[src/rtl/id_ex_segreg.sv]
// ID/EX pipeline segment register with load-use hazard detection and bubble insertion.
// Optional bubble/flush performance counters are enabled by defining ID_EX_PERF_CNT_EN.
module id_ex_segreg #(
  parameter logic [31:0] NOP_INST = 32'h0000_0013
) (
  input  logic        clk,
  input  logic        rst,
  input  logic        en,
  input  logic        flush,
  input  logic [31:0] pc_id,
  input  logic [31:0] inst_id,
  input  logic        rf_re0_id,
  input  logic        rf_re1_id,
  input  logic [4:0]  rf_ra0_id,
  input  logic [4:0]  rf_ra1_id,
  input  logic [4:0]  rf_wa_id,
  input  logic        rf_we_id,
  input  logic        mem_re_id,
  input  logic [31:0] rf_rd0_id,
  input  logic [31:0] rf_rd1_id,
  input  logic [31:0] imm_id,
  input  logic [15:0] ctrl_id,
  output logic        valid_ex,
  output logic [31:0] pc_ex,
  output logic [31:0] inst_ex,
  output logic [4:0]  rf_ra0_ex,
  output logic [4:0]  rf_ra1_ex,
  output logic [4:0]  rf_wa_ex,
  output logic        rf_we_ex,
  output logic        mem_re_ex,
  output logic [31:0] rf_rd0_ex,
  output logic [31:0] rf_rd1_ex,
  output logic [31:0] imm_ex,
  output logic [15:0] ctrl_ex,
`ifdef ID_EX_PERF_CNT_EN
  output logic [31:0] bubble_cnt,
  output logic [31:0] flush_cnt,
`endif
  output logic        stall_if_id
);

  logic        r_valid;
  logic [31:0] r_pc;
  logic [31:0] r_inst;
  logic [4:0]  r_ra0;
  logic [4:0]  r_ra1;
  logic [4:0]  r_wa;
  logic        r_we;
  logic        r_mem_re;
  logic [31:0] r_rd0;
  logic [31:0] r_rd1;
  logic [31:0] r_imm;
  logic [15:0] r_ctrl;

  logic w_src0_hit;
  logic w_src1_hit;
  logic w_lu;
  logic w_load_bubble;
  logic w_capture;

  // A load in EX whose non-x0 destination feeds a source ID really reads.
  assign w_src0_hit = rf_re0_id && (rf_ra0_id == r_wa);
  assign w_src1_hit = rf_re1_id && (rf_ra1_id == r_wa);
  assign w_lu       = r_valid && r_mem_re && r_we && (r_wa != 5'd0) &&
                      (w_src0_hit || w_src1_hit);

  // Flush wins over the stall since IF/ID is being discarded anyway.
  assign stall_if_id = !rst && en && w_lu && !flush;

  assign w_load_bubble = rst || (en && (flush || w_lu));
  assign w_capture     = !rst && en && !flush && !w_lu;

  always_ff @(posedge clk) begin
    if (w_load_bubble) begin
      r_valid  <= 1'b0;
      r_pc     <= 32'd0;
      r_inst   <= NOP_INST;
      r_ra0    <= 5'd0;
      r_ra1    <= 5'd0;
      r_wa     <= 5'd0;
      r_we     <= 1'b0;
      r_mem_re <= 1'b0;
      r_rd0    <= 32'd0;
      r_rd1    <= 32'd0;
      r_imm    <= 32'd0;
      r_ctrl   <= 16'd0;
    end else if (w_capture) begin
      r_valid  <= 1'b1;
      r_pc     <= pc_id;
      r_inst   <= inst_id;
      r_ra0    <= rf_ra0_id;
      r_ra1    <= rf_ra1_id;
      r_wa     <= rf_wa_id;
      r_we     <= rf_we_id;
      r_mem_re <= mem_re_id;
      r_rd0    <= rf_rd0_id;
      r_rd1    <= rf_rd1_id;
      r_imm    <= imm_id;
      r_ctrl   <= ctrl_id;
    end
  end

  assign valid_ex  = r_valid;
  assign pc_ex     = r_pc;
  assign inst_ex   = r_inst;
  assign rf_ra0_ex = r_ra0;
  assign rf_ra1_ex = r_ra1;
  assign rf_wa_ex  = r_wa;
  assign rf_we_ex  = r_we;
  assign mem_re_ex = r_mem_re;
  assign rf_rd0_ex = r_rd0;
  assign rf_rd1_ex = r_rd1;
  assign imm_ex    = r_imm;
  assign ctrl_ex   = r_ctrl;

`ifdef ID_EX_PERF_CNT_EN
  logic [31:0] r_bubble_cnt;
  logic [31:0] r_flush_cnt;

  // A simultaneous flush and hazard counts as a flush only.
  always_ff @(posedge clk) begin
    if (rst) begin
      r_bubble_cnt <= 32'd0;
      r_flush_cnt  <= 32'd0;
    end else if (en) begin
      if (flush)
        r_flush_cnt <= r_flush_cnt + 32'd1;
      else if (w_lu)
        r_bubble_cnt <= r_bubble_cnt + 32'd1;
    end
  end

  assign bubble_cnt = r_bubble_cnt;
  assign flush_cnt  = r_flush_cnt;
`endif

endmodule

[config.mk]
export PLATFORM = sky130hd
export DESIGN_NAME = id_ex_segreg
export DESIGN_NICKNAME = d
export VERILOG_FILES = /design/src/rtl/id_ex_segreg.sv
export SDC_FILE = /design/constraint.sdc
export NUM_CORES = 1
export LEC_CHECK = 0
export ABC_AREA = 1
export CAP_MARGIN = 5
export CORE_AREA = 2 2 154 156
export DETAILED_ROUTE_END_ITERATION = 7
export DIE_AREA = 0 0 156 158
export PLACE_DENSITY = 0.73
export REMOVE_ABC_BUFFERS = 1
export SLEW_MARGIN = 10
export SYNTH_ARGS = -nofsm -noshare
export SYNTH_HDL_FRONTEND = slang
export SYNTH_SLANG_ARGS = --single-unit
export TNS_END_PERCENT = 50
[constraint.sdc]
create_clock -name clk -period 2.8 [get_ports clk]
set_clock_uncertainty 0.2 [all_clocks]
set_input_delay 0.84 -clock clk [delete_from_list [all_inputs] [get_ports clk]]
set_output_delay 0.84 -clock clk [all_outputs]
set_load 0.005 [all_outputs]
==> metrics, run 1 <==
Slowest-stage cell, CP=buf_2; DR WL/cell=13.4 um; status=complete, but fails checks; Die Area=24600 um2; Buf/Inv on CP=2; syn avg cell area=6.49 um2; count of input and output buffers=393; post-route setup slack=-0.00126 ns; clock-pin slew on the worst setup and hold paths=0.07 ns; WL final=26.7 mm; fmax=357 MHz; P&R area growth vs syn=60.2%; Synth cell types=18; Iteration-0 DRC Markers=493; first-pass GRT wire length=41.6 mm; Clock Sinks=194; gr usage total=21.0%; setup repair after global routing missed its margin=yes; Hold/Removal Path Class=reg2reg; Crit. End Element=output pin; count of pins over their slew limit=0; met3 wire length=2.51 mm; CTS tree=done; post-synthesis adder-cell area fraction=0%; cell mode on critical path=nand2_1; Post-Synthesis Cell Area=8500 um2; Hold Path Stages=4; share of the synthesized area in the top cell type=45.7%; commonest non-fill, non-tap cells in the layout=nand2_1, clkdlybuf4s50_1, inv_1; crit path cell chain=buf_6 -> nand2_1 -> nand2_1 -> nor2_1 -> nand3_1 -> nand2_2 -> nand2_8 -> nor4_4 -> buf_2; DRC=0; wire length on met1=10.8 mm; cts hold-fix bufs=0; clk_lat worst skew=0.42 ns; clock buffer count from CTS=17; critical path required time=1.76 ns; vias per cell=4.48; Core Util, Final=59.1%; Tcrit/Tclk final=100%; post-synthesis mux area share=0%; peak supply drop=0.335 mV; H-Tree Level Count=4; initial antenna violation count=0; vias in the first global route=8348; ranking of synthesized cells by area=dfxtp_1, nand2_1, nand3_1, inv_1, nor2_1; Worst setup SP type=primary input; fin nets=1890; n_diodes=0; I/O pin total=394; Die Wd=156 um; max layer used=met4; relative max-transition margin=49.2%; Gate Count Post-Synth=1309; die height=158 um; P_leak=6.07 nW; register area share after synthesis=45.7%; Syn. warnings=0; overflow left after global routing=0; core area=23100 um2; Power Dens Cells=449 nW/um2; Critical Path Max Stage Delay=0.17 ns; Critical Path AT=1.76 ns; largest family of logic cells by synthesized area=simple AND/OR/NAND/NOR gates; worst r2r path cells=15; Initial Util=36.9%; DP Wirelength=19.0 mm; total number of vias=8919; Setup-failing EPs final=1; count of final hold-check violations=0; global placement routability congestion=0.791; first drt pass iteration count=4; cell depth of the worst setup path=9; Min Hold Slack=0.312 ns; Routed met2 length=12.6 mm; root buffer cell=clkbuf_16; Critical Path Fanout Max=3; simple-gate share of the synthesized area=39.1%; FF-to-FF setup slack=0.35 ns; Compound-Gate Fraction of Synth Area=0.236%; Slew @ Worst Pin=0.762 ns; Crit Path Class=in2out; row cnt=56; Antenna Nets Post-Route=0; total setup buffers inserted after CTS=0; max-cap violations=0; register bit total from synthesis=194; Top delay family on crit path=simple AND/OR/NAND/NOR gates; fin crit period=2.80 ns; share of post-route cells with drive strength above 1=6.81%; area leader, netlist=dfxtp_1; pin count of the biggest net entering global routing=70; xor and xnor area share after synthesis=0%; failing checks=setup timing; commonest non-fill, non-tap cell in the layout=nand2_1; clk buf depth=2
synth_stat cells (all sizes together):
| master | instances |
|---|---|
| o21ai | 3 |
| nor2 | 200 |
| dfxtp | 194 |
| buf | 79 |
| clkbuf | 5 |
| nor3 | 1 |
| a21oi | 1 |
| nand4 | 2 |
| nor4 | 1 |
| nand3 | 192 |
| nand2 | 420 |
| inv | 211 |
metal layers:
metal	up-vias	track usage (%)
met5	-	0
li1	4623	-
met1	3927	24.1
met3	54	7.53
met4	0	8.52
met2	315	35.6
metrics by stage:
step	area [um2]	TNS, ns	setup slack, ns	std cells	power, mW
floorplan	8020	-1335.59	-6.89	1225	3.20
global placement	13000	-143.88	-0.990	1962	3.79
detailed placement	13000	-150.72	-1.01	1962	3.80
CTS	13600	-0.136	-0.136	1993	6.21
global route	13600	-0.0702	-0.0702	1993	6.41
finish	13600	-0.00126	-0.00126	1993	6.12
logic make-up after synthesis:
family / count (synthesis)
and+or+nand+nor: 816
DFF: 194
AOI/OAI and AO/OA: 4
buffers and inverters: 295
tightest hold or removal path, stage by stage (launching register included):
cell and delay [ns]:
dfxtp_1 0.31, nand2_1 0.06, nand2_1 0.04, inv_1 0.04, nor2_1 0.03
registers in the layout (all words and copies together) (netlist names):
signal and cells:
inst_ex 32, rf_wa_ex 5, mem_re_ex 1, ctrl_ex 16, valid_ex 1, rf_ra1_ex 5
rf_rd0_ex 32, rf_rd1_ex 32, rf_ra0_ex 5, rf_we_ex 1, pc_ex 32, imm_ex 32
where the power goes:
group | internal (mW) | switching (mW)
Clock | 1.22 | 1.16
Combinational | 0.528 | 0.349
Sequential | 2.82 | 0.0340
path summary, 6_finish.rpt:
| check | endpoint | start |
|---|---|---|
| setup / recovery | stall_if_id | rf_ra1_id[0] |
| hold / removal | imm_ex[25] | imm_ex[25] |
| setup reg to reg | inst_ex[0] | rf_wa_ex[0] |
| hold reg to reg | imm_ex[25] | imm_ex[25] |
layout make-up:
type                            instances  area, um2
Clock buffer                           19        453
Clock inverter                         12        115
Fill cell                            2110       9430
Inverter                              211        792
Multi-Input combinational cell        820       3410
Sequential cell                       194       3890
Tap cell                              290        363
Timing Repair Buffer                  447       4600
timing repair:
item / 4_1_cts / 5_1_grt
cloned: 0 / 0
gates resized for setup: 62 / 13
setup endpoints to repair: 195 / 138
pin swaps: 14 / 7
No activity file was read; power rests on OpenSTA's default activity.
==> run 2: changes to the inputs <==
--- a/config.mk
+++ b/config.mk
@@ -10,6 +10,7 @@
 export CORE_AREA = 2 2 154 156
 export DETAILED_ROUTE_END_ITERATION = 7
 export DIE_AREA = 0 0 156 158
+export GPL_ROUTABILITY_DRIVEN = 0
 export PLACE_DENSITY = 0.73
 export REMOVE_ABC_BUFFERS = 1
 export SLEW_MARGIN = 10
==> results of run 2 <==
No change in the layout: final DEF, timing and power equal those of run 1.
